## src/rtl/load_store_unit_if.sv

```systemverilog
// Core-request, response and data-memory signals of the load/store unit.
// master: the load/store unit itself; slave: the surrounding core and memory.
interface load_store_unit_if #(
  parameter int unsigned ADDR_W = 32
);
  logic              req_valid;
  logic              req_ready;
  logic              req_we;
  logic [2:0]        req_funct3;
  logic [ADDR_W-1:0] req_addr;
  logic [31:0]       req_wdata;
  logic              rsp_valid;
  logic [31:0]       rsp_rdata;
  logic              rsp_fault;
  logic [ADDR_W-1:0] mem_addr;
  logic [31:0]       mem_wdata;
  logic [3:0]        mem_be;
  logic              mem_read;
  logic              mem_write;
  logic              mem_ready;
  logic [31:0]       mem_rdata;

  modport master (
    input  req_valid, req_we, req_funct3, req_addr, req_wdata, mem_ready, mem_rdata,
    output req_ready, rsp_valid, rsp_rdata, rsp_fault,
    output mem_addr, mem_wdata, mem_be, mem_read, mem_write
  );

  modport slave (
    output req_valid, req_we, req_funct3, req_addr, req_wdata, mem_ready, mem_rdata,
    input  req_ready, rsp_valid, rsp_rdata, rsp_fault,
    input  mem_addr, mem_wdata, mem_be, mem_read, mem_write
  );
endinterface

```

## src/rtl/load_store_unit.sv

```systemverilog
// Load/store unit: one request at a time, word-aligned byte-enabled memory beats,
// optional two-beat split of word-crossing accesses, load merge and extension.
module load_store_unit #(
  parameter int unsigned ADDR_W         = 32,
  parameter bit          MISALIGN_SPLIT = 1'b1
) (
  input logic               clk,
  input logic               reset,
  load_store_unit_if.master bus
);

  typedef enum logic [1:0] {StIdle, StAcc0, StAcc1, StResp} state_e;

  state_e            state_q, state_d;
  logic [ADDR_W-1:0] addr_q;
  logic [2:0]        funct3_q;
  logic              we_q;
  logic [31:0]       wdata_q;
  logic [63:0]       raw_q;    // lanes of beat0 in [31:0], beat1 in [63:32]
  logic              fault_q;

  logic        req_fault;
  logic        cross_q;
  logic [7:0]  lane_mask;
  logic [63:0] wdata_wide;
  logic [31:0] load_word;
  logic [31:0] load_ext;

  function automatic logic [3:0] size_mask(input logic [1:0] sz);
    logic [3:0] m;
    unique case (sz)
      2'b00:   m = 4'b0001;
      2'b01:   m = 4'b0011;
      default: m = 4'b1111;
    endcase
    return m;
  endfunction

  function automatic logic crosses(input logic [1:0] sz, input logic [1:0] off);
    logic [2:0] nbytes;
    unique case (sz)
      2'b00:   nbytes = 3'd1;
      2'b01:   nbytes = 3'd2;
      default: nbytes = 3'd4;
    endcase
    return ({1'b0, off} + nbytes) > 3'd4;
  endfunction

  function automatic logic illegal_op(input logic we, input logic [2:0] f3);
    return (f3[1:0] == 2'b11) || (we && f3[2]) || (!we && (f3 == 3'b110));
  endfunction

  function automatic logic [31:0] lane_bits(input logic [3:0] be);
    logic [31:0] m;
    for (int i = 0; i < 4; i++) begin
      m[8*i +: 8] = {8{be[i]}};
    end
    return m;
  endfunction

  assign req_fault = illegal_op(bus.req_we, bus.req_funct3) ||
                     (!MISALIGN_SPLIT && crosses(bus.req_funct3[1:0], bus.req_addr[1:0]));
  assign cross_q   = crosses(funct3_q[1:0], addr_q[1:0]);
  // Low nibble enables beat0 lanes, high nibble the spill-over lanes of beat1.
  assign lane_mask  = {4'b0000, size_mask(funct3_q[1:0])} << addr_q[1:0];
  assign wdata_wide = {32'h0, wdata_q} << {addr_q[1:0], 3'b000};
  // Bytes in address order start at lane off of beat0.
  assign load_word  = 32'(raw_q >> {addr_q[1:0], 3'b000});

  // Sign- or zero-extend the assembled load bytes.
  always_comb begin
    unique case (funct3_q)
      3'b000:  load_ext = {{24{load_word[7]}}, load_word[7:0]};
      3'b001:  load_ext = {{16{load_word[15]}}, load_word[15:0]};
      3'b100:  load_ext = {24'h0, load_word[7:0]};
      3'b101:  load_ext = {16'h0, load_word[15:0]};
      default: load_ext = load_word;
    endcase
  end

  // State register, request capture and load-lane capture.
  always_ff @(posedge clk or posedge reset) begin
    if (reset) begin
      state_q  <= StIdle;
      addr_q   <= '0;
      funct3_q <= '0;
      we_q     <= 1'b0;
      wdata_q  <= '0;
      raw_q    <= '0;
      fault_q  <= 1'b0;
    end else begin
      state_q <= state_d;
      if (state_q == StIdle && bus.req_valid) begin
        addr_q   <= bus.req_addr;
        funct3_q <= bus.req_funct3;
        we_q     <= bus.req_we;
        wdata_q  <= bus.req_wdata;
        raw_q    <= '0;
        fault_q  <= req_fault;
      end
      if (state_q == StAcc0 && bus.mem_ready) begin
        raw_q[31:0] <= bus.mem_rdata & lane_bits(lane_mask[3:0]);
      end
      if (state_q == StAcc1 && bus.mem_ready) begin
        raw_q[63:32] <= bus.mem_rdata & lane_bits(lane_mask[7:4]);
      end
    end
  end

  // Next state and all outputs; outputs derive from registers so they hold during a stall.
  always_comb begin
    state_d       = state_q;
    bus.req_ready = 1'b0;
    bus.rsp_valid = 1'b0;
    bus.rsp_fault = 1'b0;
    bus.rsp_rdata = '0;
    bus.mem_addr  = '0;
    bus.mem_wdata = '0;
    bus.mem_be    = '0;
    bus.mem_read  = 1'b0;
    bus.mem_write = 1'b0;
    unique case (state_q)
      StIdle: begin
        bus.req_ready = 1'b1;
        if (bus.req_valid) begin
          state_d = req_fault ? StResp : StAcc0;
        end
      end
      StAcc0: begin
        bus.mem_addr  = {addr_q[ADDR_W-1:2], 2'b00};
        bus.mem_be    = lane_mask[3:0];
        bus.mem_wdata = wdata_wide[31:0];
        bus.mem_read  = !we_q;
        bus.mem_write = we_q;
        if (bus.mem_ready) begin
          state_d = cross_q ? StAcc1 : StResp;
        end
      end
      StAcc1: begin
        bus.mem_addr  = {addr_q[ADDR_W-1:2], 2'b00} + ADDR_W'(4);
        bus.mem_be    = lane_mask[7:4];
        bus.mem_wdata = wdata_wide[63:32];
        bus.mem_read  = !we_q;
        bus.mem_write = we_q;
        if (bus.mem_ready) begin
          state_d = StResp;
        end
      end
      StResp: begin
        bus.rsp_valid = 1'b1;
        bus.rsp_fault = fault_q;
        bus.rsp_rdata = (fault_q || we_q) ? 32'h0 : load_ext;
        state_d       = StIdle;
      end
      default: state_d = StIdle;
    endcase
  end

endmodule
```

## src/flat_wrapper.sv

```systemverilog
// flat-port wrapper written by rule: the top's interface ports become plain ports
module load_store_unit_flat 
#(
  parameter int unsigned ADDR_W         = 32,
  parameter bit          MISALIGN_SPLIT = 1'b1
)
  (clk, reset, bus_req_valid, bus_req_we, bus_req_funct3, bus_req_addr, bus_req_wdata, bus_mem_ready, bus_mem_rdata, bus_req_ready, bus_rsp_valid, bus_rsp_rdata, bus_rsp_fault, bus_mem_addr, bus_mem_wdata, bus_mem_be, bus_mem_read, bus_mem_write);
  load_store_unit_if #(.ADDR_W(ADDR_W)) bus_i ();
  input logic clk;
  input logic reset;
  input wire logic [$bits(bus_i.req_valid)-1:0] bus_req_valid;
  input wire logic [$bits(bus_i.req_we)-1:0] bus_req_we;
  input wire logic [$bits(bus_i.req_funct3)-1:0] bus_req_funct3;
  input wire logic [$bits(bus_i.req_addr)-1:0] bus_req_addr;
  input wire logic [$bits(bus_i.req_wdata)-1:0] bus_req_wdata;
  input wire logic [$bits(bus_i.mem_ready)-1:0] bus_mem_ready;
  input wire logic [$bits(bus_i.mem_rdata)-1:0] bus_mem_rdata;
  output wire logic [$bits(bus_i.req_ready)-1:0] bus_req_ready;
  output wire logic [$bits(bus_i.rsp_valid)-1:0] bus_rsp_valid;
  output wire logic [$bits(bus_i.rsp_rdata)-1:0] bus_rsp_rdata;
  output wire logic [$bits(bus_i.rsp_fault)-1:0] bus_rsp_fault;
  output wire logic [$bits(bus_i.mem_addr)-1:0] bus_mem_addr;
  output wire logic [$bits(bus_i.mem_wdata)-1:0] bus_mem_wdata;
  output wire logic [$bits(bus_i.mem_be)-1:0] bus_mem_be;
  output wire logic [$bits(bus_i.mem_read)-1:0] bus_mem_read;
  output wire logic [$bits(bus_i.mem_write)-1:0] bus_mem_write;
  assign bus_i.req_valid = bus_req_valid;
  assign bus_i.req_we = bus_req_we;
  assign bus_i.req_funct3 = bus_req_funct3;
  assign bus_i.req_addr = bus_req_addr;
  assign bus_i.req_wdata = bus_req_wdata;
  assign bus_i.mem_ready = bus_mem_ready;
  assign bus_i.mem_rdata = bus_mem_rdata;
  assign bus_req_ready = bus_i.req_ready;
  assign bus_rsp_valid = bus_i.rsp_valid;
  assign bus_rsp_rdata = bus_i.rsp_rdata;
  assign bus_rsp_fault = bus_i.rsp_fault;
  assign bus_mem_addr = bus_i.mem_addr;
  assign bus_mem_wdata = bus_i.mem_wdata;
  assign bus_mem_be = bus_i.mem_be;
  assign bus_mem_read = bus_i.mem_read;
  assign bus_mem_write = bus_i.mem_write;
  load_store_unit #(.ADDR_W(ADDR_W), .MISALIGN_SPLIT(MISALIGN_SPLIT)) u_core (.clk(clk), .reset(reset), .bus(bus_i));
endmodule
```

## config.mk

```make
export PLATFORM = sky130hd
export DESIGN_NAME = load_store_unit_flat
export DESIGN_NICKNAME = d
export VERILOG_FILES = /design/src/rtl/load_store_unit_if.sv /design/src/rtl/load_store_unit.sv /design/src/flat_wrapper.sv
export SDC_FILE = /design/constraint.sdc
export NUM_CORES = 1
export LEC_CHECK = 0
export CORE_AREA = 2 2 156 158
export DETAILED_ROUTE_END_ITERATION = 8
export DIE_AREA = 0 0 158 160
export HOLD_SLACK_MARGIN = 0.03
export SLEW_MARGIN = 10
export SYNTH_ARGS = -nofsm -noshare
export SYNTH_HDL_FRONTEND = slang
export SYNTH_SLANG_ARGS = --single-unit
```

## constraint.sdc

```tcl
create_clock -name clk -period 8.3 [get_ports clk]
set_input_delay 0.83 -clock clk [delete_from_list [all_inputs] [get_ports clk]]
set_output_delay 0.83 -clock clk [all_outputs]
set_load 0.02 [all_outputs]
```

## Word-level counts from Yosys, hierarchy flattened

Cells that the tools add are included.

| storage, ports and cells | value |
|---|---|
| bits in registers | 135 |
| bits in latches | 0 |
| memory bits (writable) | 0 |
| bits in read-only memories | 0 |
| input bits | 104 |
| output and inout port bits | 105 |
| logic and storage cells | 67 |
| memories | 0 |

| cells by class | value |
|---|---|
| add/subtract/negate cells | 2 |
| multiply operators | 0 |
| divide/modulo/power cells | 0 |
| order comparisons | 1 |
| eq/ne operators | 12 |
| shifts and indexed selects | 3 |
| muxes and demuxes | 22 |
| bitwise logic cells | 2 |
| reduce and logical (&&, ||, !) cells | 17 |

Operators with widths:

| operator | number |
|---|---|
| $mux 32 | 4 |
| $pmux 32 s2 | 2 |
| $pmux 32 s4 | 1 |
| $and 32x32->32 | 2 |
| $mux 64 | 1 |
| $shl 32x5->64 | 1 |
| $shr 64x5->32 | 1 |
| $add 32x3->32 const B | 1 |
| $pmux 4 s2 | 2 |
| $eq 3x3->1 const B | 3 |
| $mux 2 | 4 |
| $pmux 2 s4 | 1 |
| $shl 4x2->8 | 1 |
| $eq 2x2->1 const B | 3 |
| $mux 1 | 6 |
| $ne 2x2->1 const B | 3 |
| $pmux 3 s2 | 1 |
| $logic_and 1x1->1 | 5 |
| $eq 2x1->1 const B | 2 |
| $logic_not 2->1 | 2 |
| $reduce_bool 2->1 | 2 |
| $add 2x3->3 | 1 |
| $eq 3x1->1 const B | 1 |
| $gt 3x3->1 const B | 1 |
| other kinds (5) | 8 |

## Depth between registers and ports, before layout

Gate-level depths: netlist of the first run.

| logic depth | value |
|---|---|
| depth after elaboration | 7 |
| mapped depth | 10 |
| gate-level depth less buffers | 9 |

## Least setup slack after synthesis of the first run

Ideal clock, no wire load.

| path | value |
|---|---|
| kind | register -> output |
| start point | register u_core.state_q[0] |
| end point | output bus_mem_addr[11] |
| arrival | 2094 ps |
| path slack | 5376 ps |
| stages on the path, launching flop included | 7 |
| cell sequence | dfrtp_1 inv_1 ha_1 clkbuf_1 nand2_1 clkbuf_1 o41ai_1 |

| between the ends | value |
|---|---|
| longest elaborated chain between the ends | 2 |
| elaborated cells between the ends (all ways) | 3 |

Ends and longest elaborated chain:

| item | line | text |
|---|---|---|
| start, declared | load_store_unit.sv:14 | `state_e state_q, state_d;` |
| start signal, assigned | load_store_unit.sv:84 | `state_q <= StIdle;` |
| start signal, assigned | load_store_unit.sv:92 | `state_q <= state_d;` |
| $eq 2x2->1 / $eq 2x1->1 (equally long branches) | load_store_unit.sv:122 | `unique case (state_q)` |
| $pmux 32 s2 * | load_store_unit.sv:122 |  |
| end, declared | flat_wrapper.sv:22 | `output wire logic [$bits(bus_i.mem_addr)-1:0] bus_mem_addr;` |

Mark *: on every way between the ends. The rest lies on a longest branch, timed or not.

## Worst setup path after layout of the first run

| path | value |
|---|---|
| start point | register u_core.addr_q[1] |
| end point | output bus_rsp_rdata[10] |

| between the ends | value |
|---|---|
| longest elaborated chain between the ends | 4 |

Ends and longest elaborated chain:

| item | line | text |
|---|---|---|
| start, declared | load_store_unit.sv:15 | `logic [ADDR_W-1:0] addr_q;` |
| start signal, assigned | load_store_unit.sv:94 | `addr_q <= bus.req_addr;` |
| $shr 64x5->32 | load_store_unit.sv:68 | `assign load_word = 32'(raw_q >> {addr_q[1:0], 3'b000});` |
| $pmux 32 s4 | load_store_unit.sv:72 | `unique case (funct3_q)` |
| $mux 32 | load_store_unit.sv:152 | `bus.rsp_rdata = (fault_q \|\| we_q) ? 32'h0 : load_ext;` |
| $mux 32 | load_store_unit.sv:122 |  |
| end, declared | flat_wrapper.sv:20 | `output wire logic [$bits(bus_i.rsp_rdata)-1:0] bus_rsp_rdata;` |

No other way between the ends.

==> results list, run 1 <==
* Routability congestion estimate from global placement: 0.8079
- Total I/O pin count: around 210
- Final ANT Viol Nets: 0
- Compared with the post-synthesis result, the final layout area differs by 34.85%.
- Clock-pin slew was measured on the worst setup and hold paths at 60 ps.
- Once layout is complete, the utilization of the core stands at 0.4583.
- The tree built by TritonCTS fans out to 127 sinks.
- The final-report max-slew violation count was 0.
- Entering global routing, the biggest net connects around 80 pins.
* Post-cts gate resize count: 0
* Most used DFF post-synth: sky130_fd_sc_hd__dfrtp_1
* Highest attainable clock frequency: approximately 210 MHz
- Of the cells placed in the final design, the portion with a size suffix greater than 1 is 0.1755.
- Floorplan Core Area: 23820 µm²
- Estimated wirelength of the detail-placed design: 17770 µm
- The first global-routing pass estimated 41060 µm of wire.
- Of the available clock period, the critical path in the final layout requires 0.5690.
* Maximum single-stage delay on the critical path: 790 ps
- Synth cell types: 59
- Across the run, the number of max-cap violations was 0.
- In the global route stage, overall resource usage came out at 0.2093.
- The mapped netlist covers between 8000 and 9000 µm².
- Die X-Extent: about 160 µm
* Clock buffer count from CTS: 17
* Count of flip-flops with a built-in enable after synthesis: 0
- Worst-margin pin slew: 1102 ps
* Nature of the critical path startpoint: flip-flop
- Count of routing violations after the opening detailed-route iteration: around 500
- No sink is reached through more buffers than the 2 on the longest clock path.
- After detailed routing, the number of remaining DRC violations is 0.
* Site Rows: 57
- Most frequent cells in the layout: sky130_fd_sc_hd__clkdlybuf4s50_1, sky130_fd_sc_hd__dfrtp_1, sky130_fd_sc_hd__nand2_1
- Type of the worst setup path: flip-flop to output pin
- Number of nets in the layout: 1062
- Of all nets on the critical path, the largest fanout is 70.
- The first detailed-routing pass ran for 7 iterations.
- The total overflow left after global routing is 0.
- Minimum clock period after layout: 4722 ps
- The die covers 25280 µm².
- Final Hold Fails: 0
- CTS Hold Buffers Added: 0
- Number of vias per cell after detailed routing: around 5.6
* Kind of capture point of the worst setup path: output pin
- Vias after detailed routing: between 7000 and 8000
- Data on the critical path is required at its endpoint by 7470 ps.
- #FFs+latches synth: 127
* Cell breakdown of the critical path: buf_4 > clkinv_1 > mux2i_1 > or3_1 > a21oi_1 > clkdlybuf4s50_1
* Post-synthesis sequential area ratio: 0.3926
- In this run the tool buffered the top-level ports with just over 200 buffer cells.
* Per-instance average area after synthesis: 10.29 µm²
- RSZ-0062 raised after global routing: false
- Worst setup skew after layout: 7.526 ps
- P per Cell Area: 396.8 nW/µm²
* Worst slew margin: 0.2652
- # H-tree levels: 4
- Clock tree from TritonCTS: done
- The worst hold path belongs to the class flip-flop to flip-flop.
* Mapped Cells: 787
- For the worst setup path, the data arrival time is 3890 ps.
- Sum of routed wire length over all layers: 26120 µm
- Setup TNS: 0 ps
- For this design the static power due to leakage is between 4 and 5 nW.
- Status: completed
- Vertical die dimension: 160 µm
- The tree is rooted in a sky130_fd_sc_hd__clkbuf_16.
* FFs w/ async S/R, synth: 1.000
* Cell at the slowest stage of the critical path: sky130_fd_sc_hd__clkinv_1
* Average routed wire per standard cell: 20.28 µm
- Across the VDD grid, the largest voltage drop is ~210 µV.
- Leading cell type in the layout, fill and taps excluded: sky130_fd_sc_hd__clkdlybuf4s50_1
- Number of global-route vias before repair: 7148
* Latest clock arrival within the worst-skew pair: 420 ps
- Final setup viols: 0
* Number of antenna violations at the first check in global routing: 2
* Setup Fix Bufs, Post-CTS: 0
* Starting density of the core: 0.3398
- The Yosys step of the flow raised 0 warnings.
## final timing paths
check / start / to / slack (ps) / cells past startpoint
min in group asynchronous: reset / u_core.raw_q[34] / 920 / 2
hold / removal: u_core.raw_q[53] / u_core.raw_q[53] / 510 / 1
hold reg to reg: u_core.raw_q[53] / u_core.raw_q[53] / 510 / 1
setup / recovery: u_core.addr_q[1] / bus_rsp_rdata[10] / 3580 / 6
setup reg to reg: u_core.addr_q[1] / u_core.state_q[0] / 5140 / 7
max in group asynchronous: reset / u_core.addr_q[1] / 5990 / 3
## state kept, by name, summed over array words and instances, names as in the netlist
name	cells
u_core.raw_q	56
u_core.addr_q	32
u_core.wdata_q	32
u_core.funct3_q	3
u_core.state_q	2
u_core.fault_q	1
u_core.we_q	1
## worst max-delay path, delay by kind of cell, from the launching register on
family | cells | cell delay, ps
mux | 1 | 320
flops | 1 | 340
simple gates | 1 | 490
compound gates | 1 | 200
buf+inv | 3 | 2080
## layout make-up
class / instances / area, µm²
Clock inverter: 14 / 181.4
Antenna cell: 1 / 2.502
Tap cell: 324 / 405.4
Fill cell: 2259 / 12900
Multi-Input combinational cell: 566 / 4501
Timing Repair Buffer: 214 / 2122
Sequential cell: 127 / 3183
Inverter: 24 / 92.59
Clock buffer: 18 / 429.2
## synth_stat cells, types with 2 or more instances
library cell,count,area (µm²)
sky130_fd_sc_hd__a32oi_1,2,17.52
sky130_fd_sc_hd__o311ai_0,5,43.79
sky130_fd_sc_hd__a31o_2,2,17.52
sky130_fd_sc_hd__and2_1,17,106.4
sky130_fd_sc_hd__nor2_1,23,86.33
sky130_fd_sc_hd__o22ai_1,10,62.56
sky130_fd_sc_hd__o211ai_1,2,15.01
sky130_fd_sc_hd__ha_1,7,87.58
sky130_fd_sc_hd__nand4_1,8,50.05
sky130_fd_sc_hd__o21ai_0,48,240.2
sky130_fd_sc_hd__a211o_1,5,43.79
sky130_fd_sc_hd__and4_1,9,78.83
sky130_fd_sc_hd__buf_4,9,67.56
sky130_fd_sc_hd__a21o_1,2,15.01
sky130_fd_sc_hd__a31oi_1,13,81.33
sky130_fd_sc_hd__buf_2,19,95.09
sky130_fd_sc_hd__nor4_1,2,12.51
sky130_fd_sc_hd__nor2b_1,10,62.56
sky130_fd_sc_hd__a22oi_1,12,90.09
sky130_fd_sc_hd__nand3_1,25,125.1
sky130_fd_sc_hd__clkbuf_1,39,146.4
sky130_fd_sc_hd__mux2i_1,24,240.2
sky130_fd_sc_hd__nand2b_1,3,18.77
sky130_fd_sc_hd__a21boi_0,2,15.01
sky130_fd_sc_hd__mux4_2,31,698.2
sky130_fd_sc_hd__a41oi_1,3,26.28
sky130_fd_sc_hd__a22o_1,57,499.2
sky130_fd_sc_hd__nand2_1,81,304.0
sky130_fd_sc_hd__and3_1,20,125.1
sky130_fd_sc_hd__mux2_2,75,844.6
sky130_fd_sc_hd__nor3_1,7,35.03
sky130_fd_sc_hd__a21oi_1,25,125.1
sky130_fd_sc_hd__buf_6,3,33.78
sky130_fd_sc_hd__dfrtp_1,127,3178
sky130_fd_sc_hd__nor3b_1,2,15.01
sky130_fd_sc_hd__nand4b_1,2,17.52
sky130_fd_sc_hd__xor2_1,2,17.52
sky130_fd_sc_hd__o21ai_2,10,87.58
sky130_fd_sc_hd__o21a_1,2,15.01
sky130_fd_sc_hd__inv_1,23,86.33
## cell families after synthesis
group	share of synthesized area
DFF	0.3926
adders and majority gates	0.01329
and+or+nand+nor	0.1385
xor gates and xnor gates	0.003246
other	0.0004632
muxes	0.2202
buffers and inverters	0.05409
AOI/OAI and AO/OA	0.1776
## routing by layer
layer	global-route usage	wire [µm]
met3	0.05943	2212
met2	0.3366	12310
met4	0.05201	398
met5	0	13
met1	0.2787	11190
## stage by stage
stage | cells | power [mW] | cell area [µm²] | hold WS, ps | worst slack (ps)
4_1_cts | 1287 | 4.355 | 10910 | 510.6 | 3553
6_report | 1288 | 4.331 | 10920 | 508.5 | 3578
2_1_floorplan | 788 | 2.753 | 8099 | 467.8 | 4086
3_5_place_dp | 1255 | 3.546 | 10300 | 491.2 | 4001
5_1_grt | 1287 | 4.625 | 10910 | 530.8 | 3358
3_3_place_gp | 1255 | 3.525 | 10300 | 483.5 | 4106
## power breakdown
part / total (mW) / internal (mW) / switching (mW)
sequential: 1.31 / 0.903 / 0.405
combinational: 2.24 / 1.10 / 1.14
clock: 0.785 / 0.478 / 0.307
total: 4.33 / 2.48 / 1.85
(Power assumes the default switching activity.)
==> run 2, diff against run 1 <==
==> constraint.sdc (replaced) <==
create_clock -name clk -period 3.78 [get_ports clk]
set_input_delay 0.378 -clock clk [delete_from_list [all_inputs] [get_ports clk]]
set_output_delay 0.378 -clock clk [all_outputs]
set_load 0.02 [all_outputs]
==> run 2 against run 1 <==
  * Critical path depth is the same
  * Count of clock-buffer cells in the layout rose by 2
  * Largest cell class unchanged
  * Clock skew is 1.5 ps higher
==> results list, run 2 (same netlist as run 1, synthesis figures left out) <==
- TritonRoute pass-1 iters: 5
* Final setup viols: 0
- Minimum clock period after layout: ~3500 ps
- Number of violations of the max-capacitance limit: 0
* Clock tree from TritonCTS: done
- Root buffer cell: sky130_fd_sc_hd__clkbuf_16
- 0 antenna diodes ended up in the layout.
* Highest attainable clock frequency: 283.8 MHz
- The die covers 25280 µm².
* Number of buffers on the longest clock path: 2
- The run finished with clean final reports.
- Die X-Extent: roughly 160 µm
- Critical Path AT: 3150 ps
* Setup TNS: 0 ps
* Proportion of layout cells with a drive suffix above 1: 0.1900
- Across the VDD grid, the largest voltage drop is 460.3 µV.
- Routability-driven placement finished with a final weighted congestion of 0.8680.
* Site Rows: 57
* Largest register FFs: 56
- Number of nets in the layout: 1078
- In this run the static leakage power is 4.390 nW.
- The region available for standard cell placement spans 23820 µm².
* CTS Hold Buffers Added: 0
* Largest register by flop count: u_core.raw_q
* Growth of design area from synthesis to finish: 36.03%
* Overflow left after global routing: 0
* Area after detailed placement: 10440 µm²
- Count of routing violations after the opening detailed-route iteration: 562
* Wire length of the first global-routing pass: 42030 µm
- After clock tree synthesis, the setup repair step added 0 buffers.
* FILL cells: 2280
* Post-cts gate resize count: 0
- # H-tree levels: 4
* Maximum fanout count along the critical path: 20
* Worst slew margin: 0.3147
- Least setup slack across all paths after layout: 256.5 ps
- For the pin with the worst max-slew slack, the measured transition is 1026 ps.
- Total routing resource utilization after global routing: 0.2158
- Post-placement worst setup slack: approximately 720 ps
- In the final layout, the registers with the most flip-flops are u_core.raw_q x56, u_core.addr_q x32, u_core.wdata_q x32.
- Max-slew violations: 0
- With fillers left out, the area of the finished cells amounts to about 11000 µm².
- Vias after detailed routing: slightly above 7000
* Starting density of the core: 0.3398
- Kind of capture point of the worst setup path: output pin
- Across the routed clock network, the largest skew measured is 9.060 ps.
- In the layout the commonest cells are sky130_fd_sc_hd__clkdlybuf4s50_1, sky130_fd_sc_hd__dfrtp_1, sky130_fd_sc_hd__nand2_1.
* P per Cell Area: 867.9 nW/µm²
* RSZ-0062 raised after global routing: false
- The die is between 150 and 200 µm tall.
- In this run the worst hold path is classified as primary input to asynchronous set/reset pin.
* Sink Count: ~130
- Clock buffer count from CTS: 17
* Estimated wirelength of the detail-placed design: 18750 µm
- The count of buffers added on input and output ports is 206.
- The number of hold violations in the final report was 0.
- In the finished design, the share of the clock period the worst path needs comes to 0.9321.
- Largest net degree at the start of global routing: 59
- Average routed wire per standard cell: 20.63 µm
* Leading cell type in the layout, fill and taps excluded: sky130_fd_sc_hd__clkdlybuf4s50_1
- Once detail routing completed, the nets flagged for antenna violations numbered 0.
- Nature of the critical path startpoint: flip-flop
* Number of vias per cell after detailed routing: 5.583
- By startpoint and endpoint, the worst setup path is classified as flip-flop to output pin.
- In the final layout, flip-flops and latches occupy 3183 µm².
- Total I/O pin count: 209
* CP Data Required Time: 3400 ps
- The later pin in the worst-skew pair is clocked with a latency of 430 ps.
- Combined area of the multi-input logic cells: 4501 µm²
- Drt drc: 0
- The via count of the first global-routing pass is 7195.
- The initial antenna violation count was 0.
* Clock Pin Slew Worst Setup and Hold Paths: 60 ps
* Sum of routed wire length over all layers: about 27000 µm
run 2: cell types whose count changed in the layout (fill, tap and decap cells not counted), sizes merged:
cell | previous run | this run
clkbuf | 18 | 20
inv | 28 | 25
clkinv | 4 | 5
buf | 8 | 24
bufinv | 3 | 1
diode | 1 | 0
clkinvlp | 3 | 5
run 2: final cells by class:
type | instances | area share
repair buffers | 230 | 0.2047
flip-flops and latches | 127 | 0.2891
clock inverters | 12 | 0.009885
well taps | 324 | 0.03681
inverters | 24 | 0.008408
multi-input cells | 566 | 0.4087
clock buffers | 20 | 0.04238
run 2: per-layer routing:
metal | GRT usage | vias up | wire length (µm)
met3 | 0.05400 | 33 | 2205
met4 | 0.06061 | 0 | 448
li1 | - | 3308 | -
met5 | 0 | - | 0
met2 | 0.3395 | 319 | 12560
met1 | 0.2956 | 3614 | 11670
run 2: critical path, cell delays in order (launching register included):
cell and delay (ps):
sky130_fd_sc_hd__dfrtp_1 400, sky130_fd_sc_hd__inv_1 90, sky130_fd_sc_hd__ha_1 370, sky130_fd_sc_hd__and2_1 740, sky130_fd_sc_hd__buf_4 280, sky130_fd_sc_hd__and3_1 200, sky130_fd_sc_hd__clkdlybuf4s50_1 620
run 2: where the power goes:
group          leakage, nW  internal [mW]  total [mW]  switching [mW]
logic                 2.52           2.49        5.15            2.66
registers             1.60           1.99        2.80           0.808
clock network        0.271          0.956        1.61           0.654
total                 4.39           5.43        9.56            4.13
run 2: path summary, 6_finish.rpt:
kind,endpoint,depth (start not counted),slack (ps),startpoint
max in group asynchronous,u_core.raw_q[44],3,2620,reset
min in group clk,u_core.raw_q[55],1,500,u_core.raw_q[55]
max,bus_mem_wdata[30],6,260,u_core.state_q[0]
min,u_core.raw_q[26],2,380,reset
max reg2reg,u_core.raw_q[15],6,1260,u_core.state_q[1]
min reg2reg,u_core.raw_q[55],1,500,u_core.raw_q[55]
run 2: through the flow:
step	instances	hold slack (ps)	util	total power, mW
floorplan	788	467.8	-	6.045
finish	1303	379.2	0.4623	9.557
CTS	1303	394.0	0.4623	9.572
detailed placement	1271	487.4	0.4381	7.909
global placement	1271	485.6	0.4381	7.864
global route	1303	428.3	0.4623	10.17
==> run 3, diff against run 2 <==
--- a/config.mk
+++ b/config.mk
@@ -13,3 +13,4 @@
 export SYNTH_ARGS = -nofsm -noshare
 export SYNTH_HDL_FRONTEND = slang
 export SYNTH_SLANG_ARGS = --single-unit
+export TNS_END_PERCENT = 5
==> results of run 3 <==
The final DEF is identical to that of run 2; final timing and power are the same.
==> edit: new RTL, config.mk and constraints of run 3 <==
`MISALIGN_SPLIT` is set to 1'b1 in 2 places; all go to 1'b0.
--- a/src/rtl/load_store_unit.sv
+++ b/src/rtl/load_store_unit.sv
@@ -2,7 +2,7 @@
 // optional two-beat split of word-crossing accesses, load merge and extension.
 module load_store_unit #(
   parameter int unsigned ADDR_W         = 32,
-  parameter bit          MISALIGN_SPLIT = 1'b1
+  parameter bit          MISALIGN_SPLIT = 1'b0
 ) (
   input logic               clk,
   input logic               reset,
--- a/src/flat_wrapper.sv
+++ b/src/flat_wrapper.sv
@@ -2,7 +2,7 @@
 module load_store_unit_flat 
 #(
   parameter int unsigned ADDR_W         = 32,
-  parameter bit          MISALIGN_SPLIT = 1'b1
+  parameter bit          MISALIGN_SPLIT = 1'b0
 )
   (clk, reset, bus_req_valid, bus_req_we, bus_req_funct3, bus_req_addr, bus_req_wdata, bus_mem_ready, bus_mem_rdata, bus_req_ready, bus_rsp_valid, bus_rsp_rdata, bus_rsp_fault, bus_mem_addr, bus_mem_wdata, bus_mem_be, bus_mem_read, bus_mem_write);
   load_store_unit_if #(.ADDR_W(ADDR_W)) bus_i ();
Formal check against the unedited RTL: not equivalent (Yosys sat finds a counterexample within 4 cycles, from zero or initial values and one cycle with reset high).
==> edit against run 3 <==
  * Global-route usage down 0.45 points
  * Via count up 1.6%
  * Setup slack better by 0.016 ns
  * Area after synthesis down 0.29%
  * Routed wire length down 1.9%
  * Final area up 0.22%
  * Sequential cell count unchanged
  * Clock power up 9%
  * Synthesized cell count up 4.7%
  * Power up 3.2%
  * Fmax up 0.46%
  * Hold slack better by 0.10 ns
==> edit: results <==
export IMPL_peakVddDrop_uv=331
export IMPL_antenna_found_initial=0
export IMPL_final_layout_size_suffix_gt1_frac=0.159
export IMPL_first_iter_violations=422
export IMPL_clk_power_mw=1.75
export IMPL_fin_skew_ns=0.00923
export IMPL_crit_family="simple AND/OR/NAND/NOR gates"
export IMPL_vias=7389
export IMPL_yosysSeqAreaShare=0.394
export IMPL_postCtsSetupBuffers=0
export IMPL_clkLatencyLatePin_ns=0.43
export IMPL_hpwl_microns=18900
export IMPL_place_congestion=0.922
export IMPL_cp_data_arrival_time_ns=3.13
export IMPL_p_seq_frac=0.294
export IMPL_cts_buffer_depth=2
export IMPL_place_area_sq_um=10400
export IMPL_status="completed"
export IMPL_drt_pass1_iterations=5
export IMPL_grt_pass1_vias=7233
export IMPL_synth_ff_type="dfrtp_1"
export IMPL_ys_async_sr_fraction=1.00
export IMPL_grt_max_degree=86
export IMPL_biggestRegsByFlops="u_core.raw_q (56), u_core.addr_q (32), u_core.wdata_q (32)"
export IMPL_synth_distinct_cells=60
export IMPL_yosys_warnings=0
export IMPL_grt_usage=0.211
export IMPL_leakagePower_nw=4.37
export IMPL_syn_inst=824
export IMPL_cp_slowest_cell="nor4_1"
export IMPL_clkTransAtPathRegs_ns=0.07
export IMPL_postRouteWirelength_microns=26400
export IMPL_p_sw_mw=4.35
export IMPL_cp_max_fo=6
export IMPL_synthTopCellsByArea="dfrtp_1, mux2_2, mux2i_1, a22o_1, nand2_1"
export IMPL_nNetsFinal=1112
export IMPL_cts_buffers=17
export IMPL_synthTopCellsByCount="dfrtp_1, mux2_2, nand2_1"
export IMPL_cts_resized=0
export IMPL_root_buffer="clkbuf_16"
export IMPL_h_tree_depth=4
export IMPL_num_antenna_cells=0
export IMPL_worst_pin_slew_ns=0.993
export IMPL_dp_slack_ns=0.664
export IMPL_swShare=0.442
export IMPL_cpPeakStageDelay_ns=0.71
export IMPL_min_path_type="in2async"
export IMPL_grt_pass1_wl_microns=41600
export IMPL_port_buffer_count=206
export IMPL_stdcell_count=1335
[edit: cell types whose count changed in the layout (fill, tap and decap cells not counted), moves of 8 or more]
cell      change
mux2i_1      +32
mux4_2       -29
nor2_1       +24
a211oi_1     +22
nand2_1      -20
and3_1       -17
a21oi_1      +13
inv_1        -10
a32oi_1       +8
nor2b_1       +8
o21ai_0       -8
o22a_1        +8
[edit: path summary, 6_finish.rpt]
path	endpoint	depth (start not counted)	startpoint	slack (ns)
worst max-delay path	bus_mem_addr[18]	6	u_core.addr_q[2]	0.27
worst min-delay path	u_core.raw_q[43]	2	reset	0.48
worst max register to register	u_core.state_q[0]	8	u_core.addr_q[0]	1.03
worst min register to register	u_core.raw_q[48]	1	u_core.raw_q[48]	0.50
max in group asynchronous	u_core.addr_q[13]	3	reset	2.55
min in group clk	u_core.raw_q[48]	1	u_core.raw_q[48]	0.50
[edit: area by class of cell]
| type | instances | area [sq um] |
|---|---|---|
| fillers | 2268 | 12800 |
| multi-input cells | 615 | 4550 |
| flip-flops and latches | 127 | 3190 |
| repair buffers | 224 | 2220 |
| clock buffers | 17 | 425 |
| well taps | 324 | 405 |
| clock inverters | 15 | 195 |
| inverters | 13 | 53.8 |
[edit: cells by family after synthesis]
group,count (synthesis),share of synthesized area
AOI/OAI and AO/OA,254,0.225
xor gates and xnor gates,2,0.00217
adders and majority gates,10,0.0174
buffers and inverters,83,0.0453
DFF,127,0.394
muxes,140,0.189
other,1,0.000465
and+or+nand+nor,207,0.126
[edit: layer usage]
layer  up-vias  share of wire  track usage
li1       3454              -            -
met1      3646           0.47        0.309
met3        25          0.053       0.0385
met2       264           0.46        0.320
met4         0          0.016       0.0590
met5         -              0            0
